### src/rtl/pipe_pkg.sv
// Shared definitions for the elastic inter-stage pipeline buffer.
package pipe_pkg;

  localparam int PIPE_DEPTH_MIN = 2;
  localparam int PIPE_DEPTH_MAX = 16;

  // Occupancy counter width: must hold 0..depth inclusive.
  function automatic int cnt_width(input int depth);
    return $clog2(depth + 1);
  endfunction

  // Depth must be a power of two in range so pointers wrap naturally.
  function automatic bit depth_legal(input int depth);
    return (depth >= PIPE_DEPTH_MIN) && (depth <= PIPE_DEPTH_MAX) &&
           ((depth & (depth - 1)) == 0);
  endfunction

endpackage

// One buffer per stage boundary; fields are concatenated into the payload by the caller.
`define PIPE_BUF(name, w, d, clk, rst, flush, iv, id, ir, ov, od, ordy, cnt) pipe_buf #(.DATA_WIDTH(w), .DEPTH(d)) name (.clk_i(clk), .rst_i(rst), .flush_i(flush), .in_valid_i(iv), .in_data_i(id), .in_ready_o(ir), .out_valid_o(ov), .out_data_o(od), .out_ready_i(ordy), .count_o(cnt));

### src/rtl/pipe_buf_mem.sv
// Storage array for pipe_buf: one write port, one asynchronous read port.
module pipe_buf_mem #(
  parameter int DATA_WIDTH = 32,
  parameter int DEPTH      = 2,
  parameter int ADDR_W     = $clog2(DEPTH)
) (
  input  logic                  clk_i,
  input  logic                  we_i,
  input  logic [ADDR_W-1:0]     waddr_i,
  input  logic [DATA_WIDTH-1:0] wdata_i,
  input  logic [ADDR_W-1:0]     raddr_i,
  output logic [DATA_WIDTH-1:0] rdata_o
);

  logic [DATA_WIDTH-1:0] mem_q [DEPTH];

  // Write port; storage is deliberately not reset.
  always_ff @(posedge clk_i) begin
    if (we_i) mem_q[waddr_i] <= wdata_i;
  end

  assign rdata_o = mem_q[raddr_i];

endmodule

### src/rtl/pipe_buf.sv
// Elastic valid/ready buffer between two pipeline stages with flush and occupancy.
// in_ready_o is derived from registered occupancy only, never from out_ready_i.
module pipe_buf
  import pipe_pkg::*;
#(
  parameter int DATA_WIDTH = 32,
  parameter int DEPTH      = 2,
  parameter int CNT_W      = cnt_width(DEPTH)
) (
  input  logic                  clk_i,
  input  logic                  rst_i,
  input  logic                  flush_i,
  input  logic                  in_valid_i,
  input  logic [DATA_WIDTH-1:0] in_data_i,
  output logic                  in_ready_o,
  output logic                  out_valid_o,
  output logic [DATA_WIDTH-1:0] out_data_o,
  input  logic                  out_ready_i,
  output logic [CNT_W-1:0]      count_o
);

  localparam int PTR_W = $clog2(DEPTH);

  if (!depth_legal(DEPTH)) begin : g_bad_depth
    $error("pipe_buf: DEPTH must be a power of two in %0d..%0d", PIPE_DEPTH_MIN, PIPE_DEPTH_MAX);
  end
  if (CNT_W != cnt_width(DEPTH)) begin : g_bad_cnt_w
    $error("pipe_buf: CNT_W is derived from DEPTH and must not be overridden");
  end

  logic [PTR_W-1:0] wr_ptr_q, wr_ptr_d;
  logic [PTR_W-1:0] rd_ptr_q, rd_ptr_d;
  logic [CNT_W-1:0] count_q, count_d;
  logic             push, pop;

  assign in_ready_o  = (count_q != CNT_W'(DEPTH));
  assign out_valid_o = (count_q != '0);
  assign push        = in_valid_i & in_ready_o;
  assign pop         = out_valid_o & out_ready_i;
  assign count_o     = count_q;

  // Next pointers and occupancy; flush drops everything including this cycle's transfers.
  always_comb begin
    wr_ptr_d = wr_ptr_q;
    rd_ptr_d = rd_ptr_q;
    count_d  = count_q;
    if (flush_i) begin
      rd_ptr_d = wr_ptr_q;
      count_d  = '0;
    end else begin
      if (push) wr_ptr_d = wr_ptr_q + 1'b1;
      if (pop)  rd_ptr_d = rd_ptr_q + 1'b1;
      case ({push, pop})
        2'b10:   count_d = count_q + 1'b1;
        2'b01:   count_d = count_q - 1'b1;
        default: count_d = count_q;
      endcase
    end
  end

  // State registers with synchronous reset.
  always_ff @(posedge clk_i) begin
    if (rst_i) begin
      wr_ptr_q <= '0;
      rd_ptr_q <= '0;
      count_q  <= '0;
    end else begin
      wr_ptr_q <= wr_ptr_d;
      rd_ptr_q <= rd_ptr_d;
      count_q  <= count_d;
    end
  end

  pipe_buf_mem #(
    .DATA_WIDTH (DATA_WIDTH),
    .DEPTH      (DEPTH),
    .ADDR_W     (PTR_W)
  ) u_mem (
    .clk_i   (clk_i),
    .we_i    (push & ~flush_i & ~rst_i),
    .waddr_i (wr_ptr_q),
    .wdata_i (in_data_i),
    .raddr_i (rd_ptr_q),
    .rdata_o (out_data_o)
  );

`ifndef SYNTHESIS
  logic                  hold_q;
  logic [DATA_WIDTH-1:0] hold_data_q;

  // Remember whether the head was stalled at the last edge, and what it showed.
  always_ff @(posedge clk_i) begin
    hold_q      <= !rst_i && !flush_i && out_valid_o && !out_ready_i;
    hold_data_q <= out_data_o;
  end

  // Occupancy bounds and stalled-head stability.
  always_ff @(posedge clk_i) begin
    if (!rst_i) begin
      assert (count_q <= CNT_W'(DEPTH))
        else $error("pipe_buf: count %0d exceeds DEPTH %0d", count_q, DEPTH);
    end
    if (hold_q) begin
      assert (out_data_o == hold_data_q)
        else $error("pipe_buf: head data changed while stalled");
    end
  end
`endif

endmodule

### config.mk
export PLATFORM = sky130hd
export DESIGN_NAME = pipe_buf
export DESIGN_NICKNAME = d
export VERILOG_FILES = /design/src/rtl/pipe_pkg.sv /design/src/rtl/pipe_buf_mem.sv /design/src/rtl/pipe_buf.sv
export SDC_FILE = /design/constraint.sdc
export NUM_CORES = 1
export LEC_CHECK = 0
export ABC_AREA = 1
export CAP_MARGIN = 20
export CORE_MARGIN = 3
export CORE_UTILIZATION = 35
export CTS_BUF_LIST = sky130_fd_sc_hd__clkbuf_16
export CTS_CLUSTER_SIZE = 16
export DETAILED_ROUTE_END_ITERATION = 7
export GPL_TIMING_DRIVEN = 1
export PLACE_DENSITY = 0.65
export REMOVE_ABC_BUFFERS = 1
export SETUP_SLACK_MARGIN = 0.3
export SYNTH_ARGS = -nofsm -noshare
export SYNTH_HDL_FRONTEND = slang
export SYNTH_SLANG_ARGS = --single-unit
### constraint.sdc
create_clock -name clk_i -period 9.57 [get_ports clk_i]
set_input_delay 0.957 -clock clk_i [delete_from_list [all_inputs] [get_ports clk_i]]
set_output_delay 0.957 -clock clk_i [all_outputs]
set_load 0.02 [all_outputs]
==> impl_table.tex <==
\begin{tabular}{lr}
\hline
Metric & Value \\
\hline
\multicolumn{2}{l}{\textbf{Power and ir drop}} \\
Switching Power & between 0.15 and 0.2 mW \\
Design Power & about 0.79 mW \\
Max VDD drop & slightly above 0.0001 V \\
Clock share of power & 0.466 \\
Leak Pwr & $\sim$1.4 nW \\
Combinational cell fraction of total power & 0.095 \\
Switching Share & 0.193 \\
P per Cell Area & just over 200 nW/um2 \\
Seq pwr share & 0.439 \\
P\_int & between 0.6 and 0.7 mW \\
\multicolumn{2}{l}{\textbf{Detailed routing}} \\
Iteration-0 DRC count of the detailed router & 67 \\
\# DRC & 0 \\
Vias per inst & 4.41 \\
Final ANT Viol Nets & 0 \\
Wire per inst & about 15 um \\
TritonRoute pass-1 iters & 2 \\
Routed wire length & about 4800 um \\
Total number of vias & between 1k and 1.5k \\
\multicolumn{2}{l}{\textbf{Synthesis}} \\
Sequential cell area fraction in the yosys report & 0.740 \\
Count of cell types in the netlist & 18 \\
Leading cell type by number of instances after synthesis & edfxtp\_1 \\
Avg Synthesized Cell Area & around 19 um2 \\
Number of flops mapped to enable cells by yosys & 64 \\
Share of the synthesized area in the top cell type & 0.704 \\
Yosys warning count & 0 \\
Synthesized instance count & between 100 and 150 \\
Primary flip-flop cell chosen by synthesis mapping & edfxtp\_1 \\
Number of storage elements in the synthesis netlist & 69 \\
Library cell occupying the most area in the post-synthesis netlist & edfxtp\_1 \\
Most frequent cells after synthesis & edfxtp\_1, mux2\_4, inv\_1, nand2\_1, dfxtp\_1 \\
Post-Syn Area & 2730 um2 \\
Top area cells in the synthesized netlist & edfxtp\_1, mux2\_4, dfxtp\_1 \\
Async set or reset register ratio after synthesis & 0 \\
\multicolumn{2}{l}{\textbf{Floorplan}} \\
Area inside the core boundary & $\sim$7400 um2 \\
Effective utilization at floorplan & 0.369 \\
Floorplan die area & between 8000 and 9000 um2 \\
Number of top-level pins & 73 \\
Floorplan die width & 94.3 um \\
Num rows & 31 \\
Die extent in y & between 90 and 100 um \\
\multicolumn{2}{l}{\textbf{Clocking}} \\
Post-CTS Resized & 0 \\
CTS tree & done \\
Clock latency on the worst-skew pair & roughly 0.32 ns \\
Max clock buf depth & 2 \\
Clk root buf & clkbuf\_16 \\
Number of clock sinks seen by CTS & slightly below 70 \\
Count of hold buffers inserted by post-cts repair & 0 \\
Number of setup buffers added after CTS & 0 \\
Clock-pin slew on the worst setup and hold paths & 0.05 ns \\
Clock buffers created by TritonCTS & 9 \\
H-tree levels & 3 \\
\multicolumn{2}{l}{\textbf{Global routing}} \\
Number of antenna violations at the first check in global routing & 0 \\
Total track usage & 0.112 \\
Global-route wire length before repair & around 7300 um \\
Via count of the first global-routing pass & between 1.5k and 2k \\
Maximum number of pins on one net before global-route repair & 33 \\
Global route overflow & 0 \\
\multicolumn{2}{l}{\textbf{Timing}} \\
Hold violation count in the final report & 0 \\
Slew headroom & 0.277 \\
Worst clock skew on the final layout & 0.00677 ns \\
Final-report max-slew violation count & 0 \\
Total negative setup slack & 0 ns \\
RSZ-0062 raised after global routing & no \\
Measured slew at the worst slew-check pin & 1.08 ns \\
Part of the cycle the worst path needs & 0.344 \\
Shortest period the worst path allows & 3.29 ns \\
Total setup violations reported at the end of the flow & 0 \\
Fmax & $\sim$0.30 GHz \\
\multicolumn{2}{l}{\textbf{Setup path}} \\
Crit Path Category & reg2out \\
Req. time, crit path & about 8.6 ns \\
Startpoint type of the worst setup path & flop \\
Register-to-register path setup slack & 7.97 ns \\
Endpoint type of the worst setup path & primary output \\
Worst path arrival time & 2.34 ns \\
Worst reg2reg path endpoint & u\_mem.mem\_q[1][10]\$\_DFFE\_PP\_ \\
Startpoint of the lowest-slack register-to-register path & count\_o[0]\$\_SDFFE\_PP0P\_ \\
Largest fanout of any net on the critical path & 32 \\
Critical Path Sink & out\_data\_o[14] \\
Worst Reg2Reg Path Length in Cells & 5 \\
\multicolumn{2}{l}{\textbf{Run}} \\
Count of max-cap constraint violations & 0 \\
\multicolumn{2}{l}{\textbf{Run status}} \\
Result of the run & finished, final reports clean \\
\multicolumn{2}{l}{\textbf{Layout}} \\
Area growth from synthesis to final layout & 41.7\% \\
Ratio of cells with drive above 1 in the final layout & 0.237 \\
Filler Cell Count & a little over 600 \\
Area occupied by multi-input gates & roughly 600 um2 \\
Number of inserted diodes & 0 \\
Post-layout net count & approximately 260 \\
Area used by sequential logic in the layout & $\sim$2000 um2 \\
\multicolumn{2}{l}{\textbf{Worst hold path}} \\
Hold WC Path Type & reg2reg \\
Worst hold stages & 1 \\
\multicolumn{2}{l}{\textbf{Placement}} \\
Routability congestion estimate & around 0.74 \\
IO Port Bufs & 72 \\
\hline
\end{tabular}
-- kinds of logic after synthesis --
kind of cell    share of synthesized area
compound gates                    0.00962
fa+ha+maj                         0.00458
buf+inv                            0.0412
flops                               0.740
mux                                 0.173
simple gates                       0.0312
-- registers in the layout, indices dropped and copies added, names as in the netlist, named ones only --
signal	cells
u_mem.mem_q	64
rd_ptr_q	1
wr_ptr_q	1
count_o	2
-- routing by layer --
metal  GRT usage  wire, um  up-vias
met5           0         0        -
met3      0.0390       379       10
met4      0.0650        94        0
met1       0.131      2030      686
li1            -         -      691
met2       0.177      2250       56
-- worst min path at each step --
stage / startpoint / endpoint
finish: count_o[0]$_SDFFE_PP0P_ / count_o[0]$_SDFFE_PP0P_
global route: count_o[0]$_SDFFE_PP0P_ / count_o[0]$_SDFFE_PP0P_
CTS: count_o[0]$_SDFFE_PP0P_ / count_o[0]$_SDFFE_PP0P_
detailed placement: count_o[0]$_SDFFE_PP0P_ / count_o[0]$_SDFFE_PP0P_
global placement: count_o[0]$_SDFFE_PP0P_ / count_o[0]$_SDFFE_PP0P_
floorplan: wr_ptr_q$_SDFFE_PP0P_ / wr_ptr_q$_SDFFE_PP0P_
-- power groups by stage --
stage / Combinational [mW] / Clock [mW] / Sequential, mW
floorplan: 0.0368 / 0 / 0.351
global placement: 0.0753 / 0 / 0.352
detailed placement: 0.0760 / 0 / 0.352
CTS: 0.0764 / 0.376 / 0.346
global route: 0.0801 / 0.387 / 0.347
finish: 0.0752 / 0.367 / 0.346
-- metrics by stage --
step	cells	worst slack (ns)	utilization	area, um2	hold slack [ns]
2_1_floorplan	138	5.69	-	2660	0.511
3_3_place_gp	311	6.60	0.477	3530	0.505
3_5_place_dp	311	6.59	0.477	3530	0.516
4_1_cts	327	6.23	0.523	3870	0.531
5_1_grt	327	6.18	0.523	3870	0.559
6_report	327	6.28	0.523	3870	0.530
-- placed cells by master, fill, tap and decap left out, drive strengths merged --
cell	count
a21oi	1
a31oi	1
buf	2
bufinv	3
clkbuf	9
clkdlybuf4s50	72
clkinv	2
clkinvlp	1
dfxtp	5
edfxtp	64
ha	1
inv	12
mux2	32
nand2	11
nand3	2
nand4	1
nor2	4
nor3	2
o21ai	3
-- worst max-delay path: stages (launching register included) --
cell and delay, ns:
dfxtp_2 1.04, mux2_2 0.42, clkdlybuf4s50_1 0.54
-- final cells by class --
type / count / share of cell area
Clock inverter: 7 / 0.0297
Inverter: 11 / 0.0107
Tap cell: 99 / 0.0320
Timing Repair Buffer: 74 / 0.190
Clock buffer: 9 / 0.0582
Multi-Input combinational cell: 58 / 0.157
Sequential cell: 69 / 0.523
No activity file was read; power rests on OpenSTA's default activity.
